===== config.mk =====
export PLATFORM = sky130hd
export DESIGN_NAME = playback_ctrl
export DESIGN_NICKNAME = d
export VERILOG_FILES = /design/src/rtl/playback_ctrl.sv
export SDC_FILE = /design/constraint.sdc
export NUM_CORES = 1
export LEC_CHECK = 0
export ABC_AREA = 1
export BUFFER_PORTS_ARGS = -buffer_cell sky130_fd_sc_hd__buf_2
export CORE_ASPECT_RATIO = 0.6
export CORE_MARGIN = 2
export CORE_UTILIZATION = 59
export DETAILED_ROUTE_END_ITERATION = 10
export HOLD_SLACK_MARGIN = 0.12
export PLACE_DENSITY = 0.95
export SYNTH_ARGS = -nofsm -noshare
export SYNTH_HDL_FRONTEND = slang
export SYNTH_SLANG_ARGS = --single-unit

===== constraint.sdc =====
create_clock -name clk -period 4.3 [get_ports clk]
set_input_delay 0.43 -clock clk [delete_from_list [all_inputs] [get_ports clk]]
set_output_delay 0.43 -clock clk [all_outputs]
set_load 0.02 [all_outputs]

===== src/rtl/playback_ctrl.sv =====
`default_nettype none
// ============================================================================
// Module   : playback_ctrl
// Brief    : Streams 16-bit samples from SRAM to a DAC, one read per LRCK edge.
//            Optional PLAYBACK_LOOP_EN: wrap end_addr back to start_addr.
// Revision : 1.0 - initial release
// ============================================================================
module playback_ctrl #(
    parameter int ADDR_W = 20
) (
    input  logic              clk,
    input  logic              rst,
    input  logic              play,
    input  logic              stop,
    input  logic [ADDR_W-1:0] start_addr,
    input  logic [ADDR_W-1:0] end_addr,
    input  logic              daclrck,
    output logic [ADDR_W-1:0] sram_addr,
    output logic              sram_rd_req,
    input  logic              sram_rd_ack,
    input  logic [15:0]       sram_rd_data,
    output logic              dac_enable,
    output logic [15:0]       dac_data,
    output logic              busy,
    output logic              done,
    output logic              underrun
);

    typedef enum logic [1:0] {
        IDLE      = 2'd0,
        WAIT_EDGE = 2'd1,
        READ      = 2'd2,
        DONE      = 2'd3
    } state_t;

    state_t            state_q, state_d;
    logic [2:0]        sync_q;
    logic              lrck_edge;
    logic [ADDR_W-1:0] addr_q, addr_d;
    logic [ADDR_W-1:0] end_q, end_d;
    logic [15:0]       dac_q, dac_d;
    logic              underrun_q, underrun_d;
    logic              stop_pend_q, stop_pend_d;
`ifdef PLAYBACK_LOOP_EN
    logic [ADDR_W-1:0] start_q, start_d;
`endif

    // Both LRCK transitions mark a new slot, so either direction counts.
    assign lrck_edge = sync_q[1] ^ sync_q[2];

    always_ff @(posedge clk or posedge rst) begin
        if (rst) begin
            sync_q      <= 3'b000;
            state_q     <= IDLE;
            addr_q      <= '0;
            end_q       <= '0;
            dac_q       <= 16'h0000;
            underrun_q  <= 1'b0;
            stop_pend_q <= 1'b0;
        end else begin
            sync_q      <= {sync_q[1:0], daclrck};
            state_q     <= state_d;
            addr_q      <= addr_d;
            end_q       <= end_d;
            dac_q       <= dac_d;
            underrun_q  <= underrun_d;
            stop_pend_q <= stop_pend_d;
        end
    end

`ifdef PLAYBACK_LOOP_EN
    always_ff @(posedge clk or posedge rst) begin
        if (rst) begin
            start_q <= '0;
        end else begin
            start_q <= start_d;
        end
    end
`endif

    always_comb begin
        state_d     = state_q;
        addr_d      = addr_q;
        end_d       = end_q;
        dac_d       = dac_q;
        underrun_d  = underrun_q;
        stop_pend_d = stop_pend_q;
`ifdef PLAYBACK_LOOP_EN
        start_d     = start_q;
`endif
        case (state_q)
            IDLE: begin
                stop_pend_d = 1'b0;
                if (play && !stop) begin
                    underrun_d = 1'b0;
                    end_d      = end_addr;
`ifdef PLAYBACK_LOOP_EN
                    start_d    = start_addr;
`endif
                    if (start_addr <= end_addr) begin
                        addr_d  = start_addr;
                        state_d = WAIT_EDGE;
                    end else begin
                        state_d = DONE;
                    end
                end
            end
            WAIT_EDGE: begin
                if (stop) begin
                    state_d = IDLE;
                end else if (lrck_edge) begin
                    state_d = READ;
                end
            end
            READ: begin
                // A slot edge with the read still pending is lost, not queued.
                if (lrck_edge) begin
                    underrun_d = 1'b1;
                end
                if (stop) begin
                    stop_pend_d = 1'b1;
                end
                if (sram_rd_ack) begin
                    dac_d       = sram_rd_data;
                    stop_pend_d = 1'b0;
                    if (stop_pend_q || stop) begin
                        state_d = IDLE;
                    end else if (addr_q == end_q) begin
`ifdef PLAYBACK_LOOP_EN
                        addr_d  = start_q;
                        state_d = WAIT_EDGE;
`else
                        state_d = DONE;
`endif
                    end else begin
                        addr_d  = addr_q + ADDR_W'(1);
                        state_d = WAIT_EDGE;
                    end
                end
            end
            DONE: begin
                state_d = IDLE;
            end
            default: begin
                state_d = IDLE;
            end
        endcase
        if (state_d == IDLE && state_q != IDLE) begin
            dac_d = 16'h0000;
        end
    end

    // Decoded straight from the state so reset drops the request asynchronously.
    assign sram_rd_req = (state_q == READ);
    assign busy        = (state_q != IDLE);
    assign done        = (state_q == DONE);
    assign dac_enable  = busy;
    assign sram_addr   = addr_q;
    assign dac_data    = dac_q;
    assign underrun    = underrun_q;

endmodule
`default_nettype wire


; Word-level counts from Yosys, hierarchy flattened
; Cells that the tools add are included.
[word_totals]
ff_bits = 63
input_bits = 62
output_inout_bits = 41
elab_cells = 59
[op_classes]
add_sub_neg = 1
order_cmp = 1
eq_ne = 11
mux = 23
bitwise_logic = 1
n_reduce_logical = 15
[op_table]
columns = op, n
row1 = $mux 20, 5
row2 = $mux 16, 3
row3 = $pmux 20 s2, 1
row4 = $add 20x1->20 const B, 1
row5 = $eq 20x20->1, 1
row6 = $le 20x20->1, 1
row7 = $mux 2, 7
row8 = $ne 2x2->1 const B, 4
row9 = $pmux 2 s4, 1
row10 = $reduce_bool 2->1, 4
row11 = $reduce_and 2->1, 3
row12 = $reduce_and 6->1, 1
row13 = $eq 2x2->1 const B, 2
row14 = $logic_not 2->1, 2
row15 = $mux 1, 4
row16 = $ne 2x1->1 const B, 2
row17 = $pmux 1 s2, 2
row18 = $ne 3x2->1 const B, 1
row19 = $reduce_and 3->1, 1
row20 = $eq 2x1->1 const B, 1
row21 = $logic_and 1x1->1, 2
row22 = $logic_not 1->1, 1
row23 = $logic_or 1x1->1, 1
row24 = $xor 1x1->1, 1

; Logic depth before layout (Yosys ltp)
; Gate-level depths: netlist of run 1.
[depth]
depth_word = 9
depth_mapped = 15
depth_no_buf = 14

; Worst setup path before layout of run 1
; Ideal clock, no wire load.
[synth_path]
kind = input to register
startpoint = input end_addr[19]
endpoint = register dac_q[5] (netlist: dac_data[5])
setup_time_ps = 111
t_arrival_ps = 1735
required_ps = 4189
path_slack_ps = 2454
path_stages = 12
n_path_buf = 1
cell_sequence = inv_1 > ha_1 > nand2_1 > nor2_1 > nand2_1 > nor2_1 > nand3_1 > nand3_1 > nand4_4 > buf_8 > nand2_2 > inv_2
[synth_via]
elab_chain_len = 8
word_cells_on_any_way = 10
classes_between = 1 x order compare / 4 x mux / 5 x reduce/logical
[synth_rtl]
columns = element, line
row1 = from (decl), 16  ; input logic [ADDR_W-1:0] end_addr,
row2 = $le 20x20->1 *, 100  ; if (start_addr <= end_addr) begin
row3 = $mux 2 *, 100
row4 = $mux 2 *, 94  ; if (play && !stop) begin
row5 = $pmux 2 s4 *, 91  ; case (state_q)
row6 = $logic_not 2->1 *, 148  ; if (state_d == IDLE && state_q != IDLE) begin
row7 = $logic_and 1x1->1 *, 148
row8 = $reduce_bool 2->1 (no line), -
row9 = $reduce_and 2->1 (no line), -
row10 = to (signal assigned), 57  ; dac_q <= 16'h0000;
row11 = to (signal assigned), 65  ; dac_q <= dac_d;
row12 = to (decl), 41  ; logic [15:0] dac_q, dac_d;
; Mark *: on every way between the ends. The rest lies on a longest branch, timed or not.
; A chain may end at the register's enable or synchronous reset.

; Worst setup path in the final report of run 1
[layout_path]
startpoint = register addr_q[12] (netlist: sram_addr[12])
endpoint = register addr_q[18] (netlist: sram_addr[18])
[layout_via]
elab_chain_len = 5
word_cells_on_any_way = 8
classes_between = 1 x add/sub / 2 x eq/ne / 4 x mux / 1 x reduce/logical
[layout_rtl]
columns = element, line
row1 = from (decl), 39  ; logic [ADDR_W-1:0] addr_q, addr_d;
row2 = from (signal assigned), 63  ; addr_q <= addr_d;
row3 = $add 20x1->20, 136  ; addr_d = addr_q + ADDR_W'(1);
row4 = $mux 20, 128  ; end else if (addr_q == end_q) begin
row5 = $mux 20, 126  ; if (stop_pend_q || stop) begin
row6 = $mux 20, 123  ; if (sram_rd_ack) begin
row7 = $pmux 20 s2, 91
; Several ways; a longest one is shown, not always the timed one. The select of a mux whose other input is x is not followed.

==> summary.md, run 1 <==
The run finished with clean final reports. After routing, the total negative slack on setup checks comes to 0 ns. The tools report the number of placement rows as 24. Timing analysis after detailed placement gives a worst setup slack of 1.408 ns. The classification of the worst setup path was reg -> reg. The met2 track utilization from global routing was 0.4987. Maximum fanout along the worst path: 21. The worst setup path is launched from a flip-flop. Count of buffers inserted at the top-level ports: 102. The worst slew margin relative to its limit is 0.4373.

The path category of the worst min-delay check was in -> reg. The width of the die was 114.0 microns. The number of nets handed over by synthesis was 688. Met3 track demand over resource in global routing: 0.09288. The worst hold slack is 0.2186 ns. The total routing usage reported by global routing was 0.3196. Based on the critical path, the design can be clocked at up to 0.3264 GHz.

Entering global routing, the biggest net connects 50 pins. For this run, the number of Yosys warnings is 0. For this run, design rule violations remaining after detail routing come to 0.

The run gives 0.438 as the share of power burned in combinational logic. The sequential element share of the synthesized area is 0.3679, and the post-layout worst setup margin is 1.236 ns. The via count of the first global-routing pass is 4079, and the overall via count from detail_route is 4455. Internal power comes to 1.863 mW.

The delay of the slowest cell on the worst path is 0.82 ns. The tree is rooted in a sky130_fd_sc_hd__clkbuf_16. The starting DRC count in detailed routing was 417; the mean area per synthesized cell was 7.083 sq um. The congestion estimate from routability-driven global placement came to 1.018. The number of max-capacitance violations reported came out at 0. The synthesis-to-finish area growth was 19.94%. Dividing the detail-routed wire length by the instance count gives 15.45 microns. The reported leakage power is 3.004 nW, and the summed instance area of the synthesized netlist is 4285 sq um. The part of the total power dissipated in sequential elements is 0.331, and the clock-pin slew on the worst setup and hold paths is 0.06 ns. The cell count after synthesis came out at 605.

The repair_antennas step left the layout with diodes totalling 0. The run gives 12330 microns as the total length of routed wires. The number of instances on the worst hold path is 1. Walking the worst path, the cells encountered are inv_1, nand2_1, nand2_1, nor2_1, nand2_1, nor2_1, nand3_1, nand2_1, nand2_1, nand3_1, nand2_1, nand2_1. The number of filler cells placed in the layout was 569. The routing usage on met1 was 0.4328.

The buffers inserted during post-CTS setup optimization was 0; the power per standard cell area was 665.1 nW/um^2. The first global-routing pass estimated 19690 microns of wire. The global routing stage identified its most utilized layer as met2. Time the worst path needs with I/O delays and setup: 3.064 ns. Setup repair after global routing left no endpoint under its margin. The share of layout cells above drive strength 1 was 0.2405; the detailed-routing iteration count for the pre-antenna-repair pass was 6.

Summing all multi-input logic gate instances after layout gives 2275 sq um. The most numerous cell type found on the critical path is sky130_fd_sc_hd__nand2_1. Critical path endpoint category: a flip-flop.

The worst-case clock buffer depth is 2. TritonCTS built the clock tree. Final period utilization: 0.7125. The clock latency reported for the late side of the worst-skew pair was 0.34 ns; the logic depth of the worst register-to-register path was 12. The estimated wirelength of the detail-placed design is 8795 microns, and the number of library cell types mapped by synthesis is 31. The cell with the biggest individual delay on the critical path is sky130_fd_sc_hd__nand3_1. The count of state elements after synthesis is 63.

The H-tree was split into 3 levels. In this run the vertical extent of the chip is 70.02 microns. The number of antenna violations at the first check in global routing came out at 0.

The clock arrives with 0.006119 ns of skew. The tree built by TritonCTS fans out to 63 sinks. For this design the top-level I/O count stands at 103. For this run the aggregate overflow at the end of global routing stands at 0. In this run the standard cell core region covers 7147 sq um. The initial standard-cell utilization of the core was 0.5996; the maximum ir drop on the vdd rail was 0.2567 mV.

The die covers 7983 sq um. The run gives 4.57 ns as the data required time at the worst endpoint. The count of nets left with antenna violations once routing finished came out at 0. The tools report the net total in the final layout as 785. The area used by sequential logic in the layout is 1577 sq um. The final design utilization is 0.7192, and the final setup violation count is 0. The actual transition at the worst max-transition pin was 0.8417 ns; the net switching fraction of the power was 0.4552.

After detailed routing, the number of vias per cell comes to 5.583. The number of buffers added by the clock tree synthesis step was 9; the total count of hold-check failures in the final report was 0. Data on the critical path arrives at its endpoint at 3.34 ns.

Summed over all nets, the switching power comes to 1.556 mW. The power share of the clock group came out at 0.231. The number of pins exceeding their max-slew limit in the final report was 0.
[per-layer routing]
metal	up-vias	wire, microns
met4	0	329
met3	53	1560
met2	318	5566
met5	-	0
li1	2076	-
met1	2008	4872
[power by group through the flow]
stage          Sequential (mW)  Clock (mW)  Combinational (mW)
5_1_grt                   1.16       0.821                1.65
3_5_place_dp              1.12           0                1.45
3_3_place_gp              1.10           0                1.38
2_1_floorplan             1.19           0               0.960
4_1_cts                   1.11       0.791                1.47
6_report                  1.13       0.791                1.50
[metrics by stage]
stage | cell area [sq um] | total power, mW | cells
detailed placement | 4810 | 2.569 | 781
floorplan | 4285 | 2.152 | 605
CTS | 5140 | 3.378 | 798
global placement | 4810 | 2.480 | 781
global route | 5140 | 3.625 | 798
finish | 5140 | 3.419 | 798
[state kept, by name, indices dropped and copies added, names as in the netlist]
register	flops
end_q	20
sram_addr	20
dac_data	16
sync_q	3
state_q	2
stop_pend_q	1
underrun	1
[cell type report]
type / count / area share
multi-input combinational: 440 / 0.4426
sequential: 63 / 0.3067
timing repair buffer: 107 / 0.1071
inverter: 81 / 0.05915
clock buffer: 9 / 0.04382
tap: 91 / 0.02215
clock inverter: 7 / 0.01850
[timing repair]
action / in CTS / in global routing
endpoints found under the hold margin: 14 / 0
hold buffers: 1 / 0
gates resized for setup: 0 / 0
[cells in the mapped netlist]
cell | count | area [sq um]
sky130_fd_sc_hd__inv_1 | 63 | 236.5
sky130_fd_sc_hd__a31oi_1 | 1 | 6.260
sky130_fd_sc_hd__buf_2 | 8 | 40.04
sky130_fd_sc_hd__nand2_4 | 1 | 11.26
sky130_fd_sc_hd__buf_8 | 1 | 15.01
sky130_fd_sc_hd__nand3_1 | 16 | 80.08
sky130_fd_sc_hd__clkbuf_1 | 6 | 22.52
sky130_fd_sc_hd__a21o_1 | 1 | 7.510
sky130_fd_sc_hd__nor2_1 | 60 | 225.2
sky130_fd_sc_hd__nor3_1 | 1 | 5.000
sky130_fd_sc_hd__nand2_2 | 10 | 62.56
sky130_fd_sc_hd__nand4_1 | 21 | 131.4
sky130_fd_sc_hd__inv_2 | 17 | 63.81
sky130_fd_sc_hd__a21oi_1 | 10 | 50.05
sky130_fd_sc_hd__xnor2_1 | 5 | 43.79
sky130_fd_sc_hd__ha_1 | 21 | 262.8
sky130_fd_sc_hd__nor2_2 | 3 | 18.77
sky130_fd_sc_hd__o31ai_1 | 2 | 15.01
sky130_fd_sc_hd__mux2_2 | 6 | 67.56
sky130_fd_sc_hd__o21ai_0 | 28 | 140.1
sky130_fd_sc_hd__dfrtp_1 | 63 | 1577
sky130_fd_sc_hd__nor4_1 | 1 | 6.260
sky130_fd_sc_hd__mux2_4 | 9 | 135.1
sky130_fd_sc_hd__buf_4 | 4 | 30.03
sky130_fd_sc_hd__xor2_1 | 12 | 105.1
sky130_fd_sc_hd__mux2_1 | 1 | 11.26
sky130_fd_sc_hd__or2_1 | 2 | 12.51
sky130_fd_sc_hd__nand4_4 | 1 | 21.27
sky130_fd_sc_hd__buf_6 | 2 | 22.52
sky130_fd_sc_hd__clkinv_1 | 1 | 3.750
sky130_fd_sc_hd__nand2_1 | 228 | 855.8
[cell usage in the layout, fill, tap and decap left out, drive strengths merged]
cell type / n
a21o: 1
a21oi: 10
a31oi: 1
buf: 106
bufinv: 2
clkbuf: 9
clkinv: 3
clkinvlp: 1
dfrtp: 63
dlygate4sd3: 1
ha: 21
inv: 82
mux2: 16
nand2: 239
nand3: 16
nand4: 22
nor2: 63
nor3: 1
nor4: 1
o21ai: 28
o31ai: 2
or2: 2
xnor2: 5
xor2: 12
[worst paths after layout]
kind	from	to	slack, ns
worst max-delay path	sram_addr[12]	sram_addr[18]	1.24
worst min-delay path	daclrck	sync_q[0]	0.22
worst max register to register	sram_addr[12]	sram_addr[18]	1.24
worst min register to register	sync_q[0]	sync_q[1]	0.35
max in group asynchronous	rst	end_q[5]	2.77
min in group asynchronous	rst	dac_data[9]	0.59
[logic make-up (layout without fill, tap and decap cells)]
group	after synthesis	after routing	synth area share
xor+xnor	17	17	0.03474
fa+ha+maj	21	21	0.06131
mux	16	16	0.04993
flops	63	63	0.3679
simple gates	344	344	0.3337
buf+inv	102	204	0.1013
compound gates	42	42	0.05109
[worst max-delay path, delay by kind of cell (launching register included)]
family,cells,cell delay [ns]
simple gates,11,2.44
flops,1,0.45
buf+inv,1,0.10
No activity file was read; power rests on OpenSTA's default activity.
==> inputs of run 2 (changes only) <==
--- a/config.mk
+++ b/config.mk
@@ -9,10 +9,10 @@
 export BUFFER_PORTS_ARGS = -buffer_cell sky130_fd_sc_hd__buf_2
 export CORE_ASPECT_RATIO = 0.6
 export CORE_MARGIN = 2
-export CORE_UTILIZATION = 59
+export CORE_UTILIZATION = 49
 export DETAILED_ROUTE_END_ITERATION = 10
 export HOLD_SLACK_MARGIN = 0.12
-export PLACE_DENSITY = 0.95
+export PLACE_DENSITY = 0.89
 export SYNTH_ARGS = -nofsm -noshare
 export SYNTH_HDL_FRONTEND = slang
 export SYNTH_SLANG_ARGS = --single-unit
==> constraint.sdc (replaced) <==
create_clock -name clk -period 2.75 [get_ports clk]
set_input_delay 0.275 -clock clk [delete_from_list [all_inputs] [get_ports clk]]
set_output_delay 0.275 -clock clk [all_outputs]
set_load 0.02 [all_outputs]
==> summary.md, run 2 (synthesis gave the netlist of run 1 again) <==
The flow ran to the end, and the final reports show no timing, DRC or antenna violations. In this run, post-CTS repair resized a total of 0 instances. Setup violations remaining at the end of the flow were counted as 0. Between clock sinks in the finished design, the worst skew comes to 0.004779 ns. Setup slack closes at 0.6866 ns. The tools report the worst slew margin relative to its limit as 0.6638. In this run the critical register-to-register path is launched from sram_addr[18]. Number of pins exceeding their max-slew limit in the final report: 0.

The via count of the first global-routing pass was 4125; the number of buffers added by the clock tree synthesis step was 9. Setup repair after global routing left no endpoint under its margin. Routability-driven placement finished with a final weighted congestion of 0.9912. The layout has 760 filler cells.

For this block, the routed nets add up to 11930 microns of wire. The power per standard cell area works out to 1010 nW/um^2. In this run the remaining antenna-violating nets after routing total 0. The worst setup path is launched from a flip-flop. The logs give 0 for the number of remaining DRC errors and 2.344 mW for the switching power.

In the final layout, flip-flops and latches occupy 1577 sq um. For this run, the top clock speed supported by timing is 0.4846 GHz. In the final routed layout, each cell accounts on average for 14.48 microns. The worst hold path passes through 3 cells. After clock tree synthesis, the flow added hold-fix buffers numbering 2.

In this run the number of H-tree levels came out at 3. The net switching fraction of the power is 0.4467, and the global route total overflow is 0. In this run the worst path has a maximum fanout of 21. The die covers 9534 sq um. The clock-pin slew on the worst setup and hold paths is 0.05 ns. The detailed-routing iteration count for the pre-antenna-repair pass is 5.

At the later pin of the worst-skew pair, clock insertion delay measures 0.34 ns. The tools report the data required time at the worst endpoint as 3.02 ns. The slowest stage of the critical path is the sky130_fd_sc_hd__dfrtp_1 cell. The worst hold path begins at end_addr[0]. Number of placement rows: 26. The share of layout cells above drive strength 1 came out at 0.2430.

The net count of the finished layout is 790. The actual transition at the worst max-transition pin was 0.5036 ns; the core area was 8491 sq um. The worst-case setup slack after placement was 0.5829 ns; the width of the die was 124.7 microns. The initial standard-cell utilization of the core is 0.5047, and the antenna cell count is 0.

The clock net sink count was 63; the number of max-capacitance violations reported was 0. Counting stages on the worst path, the most repeated cell is sky130_fd_sc_hd__nand2_1. The delay of the slowest cell on the worst path works out to 0.46 ns. The run gives 4866 sq um as the area of placed instances. The library cell used most frequently in the layout, excluding fill and tap cells, is sky130_fd_sc_hd__nand2_1. The data arrival time of the critical path was 2.33 ns. Walking the worst path, the cells encountered are inv_1, nand2_1, nand2_1, nor2_1, nand2_1, nor2_1, nand3_1, nand2_1, nand2_1, buf_4, nand3_1, buf_4, nand2_1, nand2_1. The share of power burned in combinational logic came out at 0.438. The clock passes through at most 2 buffers. The number of antenna violations at the first check in global routing is 0. The most critical setup path has its startpoint at sram_addr[18]. The routed design could run at a clock period as short as 2.063 ns.

The worst setup path is of the reg -> reg kind. Port buffering added 102 buffers. The part of the total power dissipated in sequential elements was 0.338; the final sum of negative setup slack was 0 ns. Using the TritonRoute via totals, the vias-per-cell ratio works out to 5.175. The first global-routing pass estimated 20240 microns of wire. The total routing usage reported by global routing came out at 0.2665.

Master cell of the clock root buffer: sky130_fd_sc_hd__clkbuf_16. Total count of hold-check failures in the final report: 0. The final period utilization works out to 0.7503. TritonCTS built the clock tree. The buffers inserted during post-CTS setup optimization was 0; the maximum ir drop on the vdd rail was 0.3881 mV. The endpoint of the worst hold path is end_q[0]. The worst setup path is captured at a flip-flop. The library cells used most frequently in the layout, excluding fill and tap cells, are 228 x sky130_fd_sc_hd__nand2_1, 102 x sky130_fd_sc_hd__buf_2, 63 x sky130_fd_sc_hd__dfrtp_1. The path category of the worst min-delay check was in -> reg. The detailed router finished its first iteration with 493 violations. For the top-level port count, the log shows 103. In this run the vertical extent of the chip is 76.44 microns. The endpoint identified for the worst register-to-register timing path is sram_addr[5]. Relative to the synthesized area, the layout overhead comes to 21.26%. The overall via count from detail_route is 4264. The logs give 2.903 mW for the internal power summed over all cells and 0.224 for the power share of the clock group. In this run the static leakage power is 3.026 nW. Measured in cells, the most critical reg-to-reg path has a length of 14.

Combined area of the multi-input logic cells: 2275 sq um. For the reg2reg setup slack, the log shows 0.69 ns. The largest net degree at the start of global routing is 42, and the final standard cell area without fillers is 5196 sq um. After legalization and detailed placement, the total HPWL measured 9044 microns.
## run 2: how the worst max path moves through the flow
| stage | end | cells after the start |
|---|---|---|
| finish | sram_addr[5] | 14 |
| global route | sram_addr[12] | 14 |
| CTS | sram_addr[5] | 14 |
| detailed placement | dac_data[2] | 12 |
| global placement | dac_data[1] | 11 |
| floorplan | dac_data[0] | 1 |
## run 2: layout make-up
cell class / instances / area share
multi-input cells: 440 / 0.4378
flip-flops and latches: 63 / 0.3034
repair buffers: 112 / 0.1137
inverters: 81 / 0.05851
clock buffers: 13 / 0.05201
well taps: 112 / 0.02697
clock inverters: 3 / 0.007705
## run 2: critical path, delay by kind of cell (launching register included)
kind	cells	cell delay, ns
simple gates	11	0.97
flops	1	0.46
buf+inv	3	0.56
## run 2: power groups by stage
stage	clock network (mW)	logic [mW]	registers, mW
6_report	1.17	2.30	1.77
5_1_grt	1.24	2.57	1.82
4_1_cts	1.20	2.29	1.76
3_5_place_dp	0	2.28	1.77
3_3_place_gp	0	2.22	1.75
2_1_floorplan	0	1.50	1.86
## run 2: metrics by stage
| stage | util | hold WS (ns) | total power, mW | std cells |
|---|---|---|---|---|
| 2_1_floorplan | - | 0.3064 | 3.365 | 605 |
| 6_report | 0.6120 | 0.2100 | 5.247 | 824 |
| 5_1_grt | 0.6120 | 0.2198 | 5.639 | 824 |
| 4_1_cts | 0.6120 | 0.1857 | 5.244 | 824 |
| 3_5_place_dp | 0.5731 | 0.3378 | 4.042 | 806 |
| 3_3_place_gp | 0.5731 | 0.3155 | 3.969 | 806 |
## run 2: metal layers
layer	routed length [microns]	up-vias	global-route usage	share of wire
li1	-	2080	-	-
met3	1202	16	0.07163	0.10
met5	0	-	0	0
met2	4991	219	0.3852	0.42
met4	175	0	0.07865	0.015
met1	5561	1949	0.3901	0.47
